**src/rtl/bimpy_seq_mult.sv**
```systemverilog
// bimpy_seq_mult: iterative signed multiplier retiring two multiplier bits per cycle over |a| and |b|
module bimpy_seq_mult #(
  parameter int IAW = 8,
  parameter int IBW = 12
) (
  input  logic                 i_clk,
  input  logic                 i_reset_n,
  input  logic                 i_abort,
  input  logic                 i_in_valid,
  output logic                 o_in_ready,
  input  logic [IAW-1:0]       i_a,
  input  logic [IBW-1:0]       i_b,
  output logic                 o_out_valid,
  input  logic                 i_out_ready,
  output logic [IAW+IBW-1:0]   o_r,
  output logic                 o_busy
);
  localparam int OW = IAW + IBW;
  localparam int NDIG = IAW / 2;
  localparam int CW = $clog2(NDIG) + 1;
  typedef enum logic [1:0] {IDLE, RUN, DONE} state_t;
  state_t state, state_n;
  logic [IAW-1:0] a_sr;
  logic [IBW-1:0] b_mag;
  logic neg;
  logic [OW-1:0] acc, sum;
  logic [CW-1:0] cnt;
  logic [IBW+1:0] partial;
  logic last, accept;
  assign partial = (a_sr[1] ? {1'b0, b_mag, 1'b0} : '0) + (a_sr[0] ? {2'b00, b_mag} : '0);
  assign sum = acc + (OW'(partial) << {cnt, 1'b0});
  assign last = cnt == CW'(NDIG - 1);
  assign accept = state == IDLE && i_in_valid && !i_abort;
  assign o_in_ready = state == IDLE;
  assign o_out_valid = state == DONE;
  assign o_busy = state != IDLE;
  always_comb begin
    state_n = state;
    if (i_abort) state_n = IDLE;
    else if (accept) state_n = RUN;
    else if (state == RUN && last) state_n = DONE;
    else if (state == DONE && i_out_ready) state_n = IDLE;
  end
  always_ff @(posedge i_clk or negedge i_reset_n)
    if (!i_reset_n) state <= IDLE;
    else state <= state_n;
  // negating a zero magnitude yields zero, so no negative-zero special case is needed
  always_ff @(posedge i_clk or negedge i_reset_n)
    if (!i_reset_n) begin
      a_sr <= '0;
      b_mag <= '0;
      neg <= 1'b0;
      acc <= '0;
      cnt <= '0;
      o_r <= '0;
    end else if (i_abort) begin
      acc <= '0;
      cnt <= '0;
    end else if (accept) begin
      a_sr <= i_a[IAW-1] ? -i_a : i_a;
      b_mag <= i_b[IBW-1] ? -i_b : i_b;
      neg <= i_a[IAW-1] ^ i_b[IBW-1];
      acc <= '0;
      cnt <= '0;
    end else if (state == RUN) begin
      acc <= sum;
      a_sr <= a_sr >> 2;
      cnt <= cnt + CW'(1);
      if (last) o_r <= neg ? -sum : sum;
    end
endmodule

```
**config.mk**
```make
export PLATFORM = sky130hd
export DESIGN_NAME = bimpy_seq_mult
export DESIGN_NICKNAME = d
export VERILOG_FILES = /design/src/rtl/bimpy_seq_mult.sv
export SDC_FILE = /design/constraint.sdc
export NUM_CORES = 1
export LEC_CHECK = 0
export CORE_ASPECT_RATIO = 0.9
export CORE_MARGIN = 1.5
export CORE_UTILIZATION = 60
export CTS_BUF_LIST = sky130_fd_sc_hd__clkbuf_8 sky130_fd_sc_hd__clkbuf_16
export CTS_CLUSTER_DIAMETER = 100
export CTS_CLUSTER_SIZE = 14
export DETAILED_ROUTE_END_ITERATION = 6
export PLACE_DENSITY = 0.91
export SYNTH_ARGS = -nofsm -noshare
export SYNTH_HDL_FRONTEND = slang
export SYNTH_SLANG_ARGS = --single-unit
```
**constraint.sdc**
```tcl
create_clock -name i_clk -period 11.85 [get_ports i_clk]
set_clock_uncertainty 0.2 [all_clocks]
set_input_delay 2.37 -clock i_clk [delete_from_list [all_inputs] [get_ports i_clk]]
set_output_delay 2.37 -clock i_clk [all_outputs]
set_load 0.005 [all_outputs]
```
==> results.cfg <==
[status]
outcome = finished, final reports clean

[worst_setup_path]
worst-endpoint-arrival_ns = 6.15
worst-endpoint-required_ns = 11.86
startpoint_class = flip-flop
critPathKind = flip-flop to flip-flop
critical_path.endpoint_type = flip-flop
worstPathMaxFanout = 15

[power_and_ir_drop]
power_density_nw_per_um2 = 205
power_leakage_nw = 2.66
ir_worst_vdd_v = 0.000112

[sta]
timing_worst_slew_pin_value_ns = 1.10
setup_viol = 0
finalWorstPathRequiredPeriod_ns = 6.14
finalHoldWorstSlack_ns = 0.279
report.final.hold_viol_count = 0
period_share_pct = 51.8
rsz_0062_raised_after_global_routing = false
totalNegativeSetupSlack_ns = 0
timing.slew.headroom_pct = 26.6
crit_path_setup_slack_layout_ns = 5.71
final_max_slew_viol_count = 0
highest_clock_rate_mhz = 163

[clock_network]
tritoncts_clock_tree = done
clock_tree.htree_level_count = 3
numCtsBuffers = 9
post_cts.resized_instances = 0
numClockSinks = 66
cts_hold_repair.buffers = 0
postCtsSetupBuffers = 0
clk_transition_reported_paths_ns = 0.08
cts_root_buffer = clkbuf_8
cts.path.max_buffers = 2
insertion_delay_ns = 0.36

[yosys]
synthCells = 655
dominantRegCellSynth = dfrtp_1
synth_top_cells_by_count = 87 x nand2_1, 66 x dfrtp_1, 65 x o21ai_0
netlist.area_leader.share_pct = 30.6
synth_cell_area_um2 = 5400
synth_async_sr_flop_share_pct = 100
post_synth_edffs = 0
syn_nets = 717
post-synth-top-area-cell = dfrtp_1
synth.yosys.warnings = 0
post-synth-top-count-cell = nand2_1
ys_seq_area_share_pct = 30.6
synth.ff_latch_count = 66
ys_top_cells_by_area = dfrtp_1 31%, ha_1 8.1%, nand2_1 6.0%
synthDistinctLibCells = 63
post_synthesis_mean_instance_area_um2 = 8.25

[drt]
drt-total-wl_mm = 13.0
wirelength_per_cell_um = 16.2
detail_route.vias_per_cell = 6.17
dr_total_vias = 4967
routed_antenna_nets = 0
remaining_drc_errors = 0
first_pass_iters = 5
drt_first_iter_violations = 375

[finish]
layout.nets = 745
fin_cells = 805
regArea_um2 = 1650
share_of_final_layout_standard_cells_stronger_than_drive_strength_1_pct = 5.54
total_of_fill_cells_in_the_finished_design = 683
diodes = 0
layout-area-overhead-vs-synth_pct = 12.3
multi_input_comb_area_um2 = 3520

[die]
placement_rows = 32
dieArea_um2 = 9580
floorplan.initialDensity_pct = 62.5
floorplan.die.width_um = 103
height_of_the_die_um = 93.0
placeableCoreArea_um2 = 8650
ioPinCount = 48

[place]
finalWeightedCongestion = 0.975
placed_cells_incl_taps = 791
place_ws_ns = 5.73
port_buffers = 47
dp_hpwl_mm = 9.77

[grt]
grt_first_pass_wirelength_mm = 21.7
pin_count_of_the_biggest_net_entering_global_routing = 67
global_route.usage.total_pct = 28.7
grt_pass1_vias = 4739
grt_antenna_before_repair = 0
grt.overflow.total = 0

[job]
cap_violations = 0

[hold_path]
min-delay-path-class = flip-flop to flip-flop
[routing by layer]
layer	vias to the layer above	routed length [um]	track usage, %	part of all wire [%]
met3	35	818	6.05	6.3
met2	194	6360	48.2	49
met5	-	0	0	0
met1	2352	5520	36.2	42
li1	2386	-	-	-
met4	0	317	10.8	2.4
[report_power, final]
part | internal [mW] | switching [mW]
sequential | 0.257 | 0.0331
clock | 0.0905 | 0.0914
combinational | 0.307 | 0.462
total | 0.655 | 0.587
[flip-flops by register name (all words and copies together), names as in the netlist]
signal and cells:
b_mag 12, neg 1, o_r 20, acc 20
state 2, cnt 3, a_sr 8
[layout make-up]
class	instances	area share (%)
Sequential cell	66	27.2
Multi-Input combinational cell	536	58.1
Inverter	20	1.24
Tap cell	119	2.46
Clock buffer	12	2.72
Clock inverter	2	0.206
Timing Repair Buffer	50	8.05
[cell families after synthesis]
group                    share of synthesized area, %
flip-flops                                       30.6
XOR/XNOR                                         10.5
buffers and inverters                            4.42
AND/OR/NAND/NOR                                  19.7
adder cells (fa/ha/maj)                          8.85
multiplexers                                     3.38
AO/OA/AOI/OAI                                    22.6
[metrics by stage]
step / power (mW) / util [%] / instance area [um^2]
6_report: 1.24 / 70.1 / 6060
5_1_grt: 1.33 / 70.1 / 6060
4_1_cts: 1.23 / 70.1 / 6060
3_5_place_dp: 1.04 / 68.1 / 5890
3_3_place_gp: 1.01 / 68.1 / 5890
2_1_floorplan: 0.896 / - / 5400
[critical path: stages (launching register included)]
cell and delay, ns:
dfrtp_1 0.51, and2_1 0.23, ha_1 0.29, a21o_1 0.17, a21oi_1 0.22, o21bai_1 0.09
a21oi_1 0.22, o21ai_0 0.17, a31oi_1 0.40, xor2_1 0.18, o21ai_0 0.11, o21ai_0 0.24
o21ai_0 0.12, ha_1 0.43, nand2_1 0.08, a211oi_1 0.33, nor2_1 0.14, o21ai_0 0.37
xor2_1 0.14, or4b_1 0.67, o21ai_0 0.30, xor2_1 0.27, o21ai_0 0.10
[layout by cell type, fill, tap and decap left out, types with 3 or more instances in the layout]
cell | Yosys | final
clkbuf_8 | 0 | 12
a21o_1 | 5 | 5
o21ai_1 | 4 | 4
o21ai_0 | 65 | 65
nand3_1 | 6 | 6
nand2_1 | 87 | 87
ha_1 | 35 | 35
o21bai_1 | 3 | 3
xnor2_1 | 30 | 30
and2_1 | 25 | 25
clkdlybuf4s50_1 | 0 | 46
o21a_1 | 4 | 4
o31ai_1 | 9 | 9
a211oi_1 | 6 | 6
nand4_1 | 5 | 5
and3_1 | 3 | 3
a21oi_1 | 45 | 45
inv_1 | 20 | 20
nor2_1 | 52 | 51
nand2b_1 | 8 | 8
a22o_1 | 16 | 16
buf_4 | 4 | 3
mux2i_1 | 16 | 16
nor3_1 | 19 | 18
xor2_1 | 33 | 33
o211ai_1 | 4 | 4
nor4_1 | 5 | 5
or3_1 | 5 | 5
o22ai_1 | 3 | 3
nor2b_1 | 4 | 4
dfrtp_1 | 66 | 66
[worst paths after layout]
path | start | to | slack [ns] | cells past startpoint
min in group asynchronous | i_reset_n | o_r[14] | 1.99 | 2
setup / recovery | a_sr[0] | o_r[14] | 5.71 | 22
hold / removal | o_r[5] | o_r[5] | 0.28 | 2
setup reg to reg | a_sr[0] | o_r[14] | 5.71 | 22
hold reg to reg | o_r[5] | o_r[5] | 0.28 | 2
max in group asynchronous | i_reset_n | a_sr[2] | 8.91 | 2
Power figures use the tool's default switching activity.
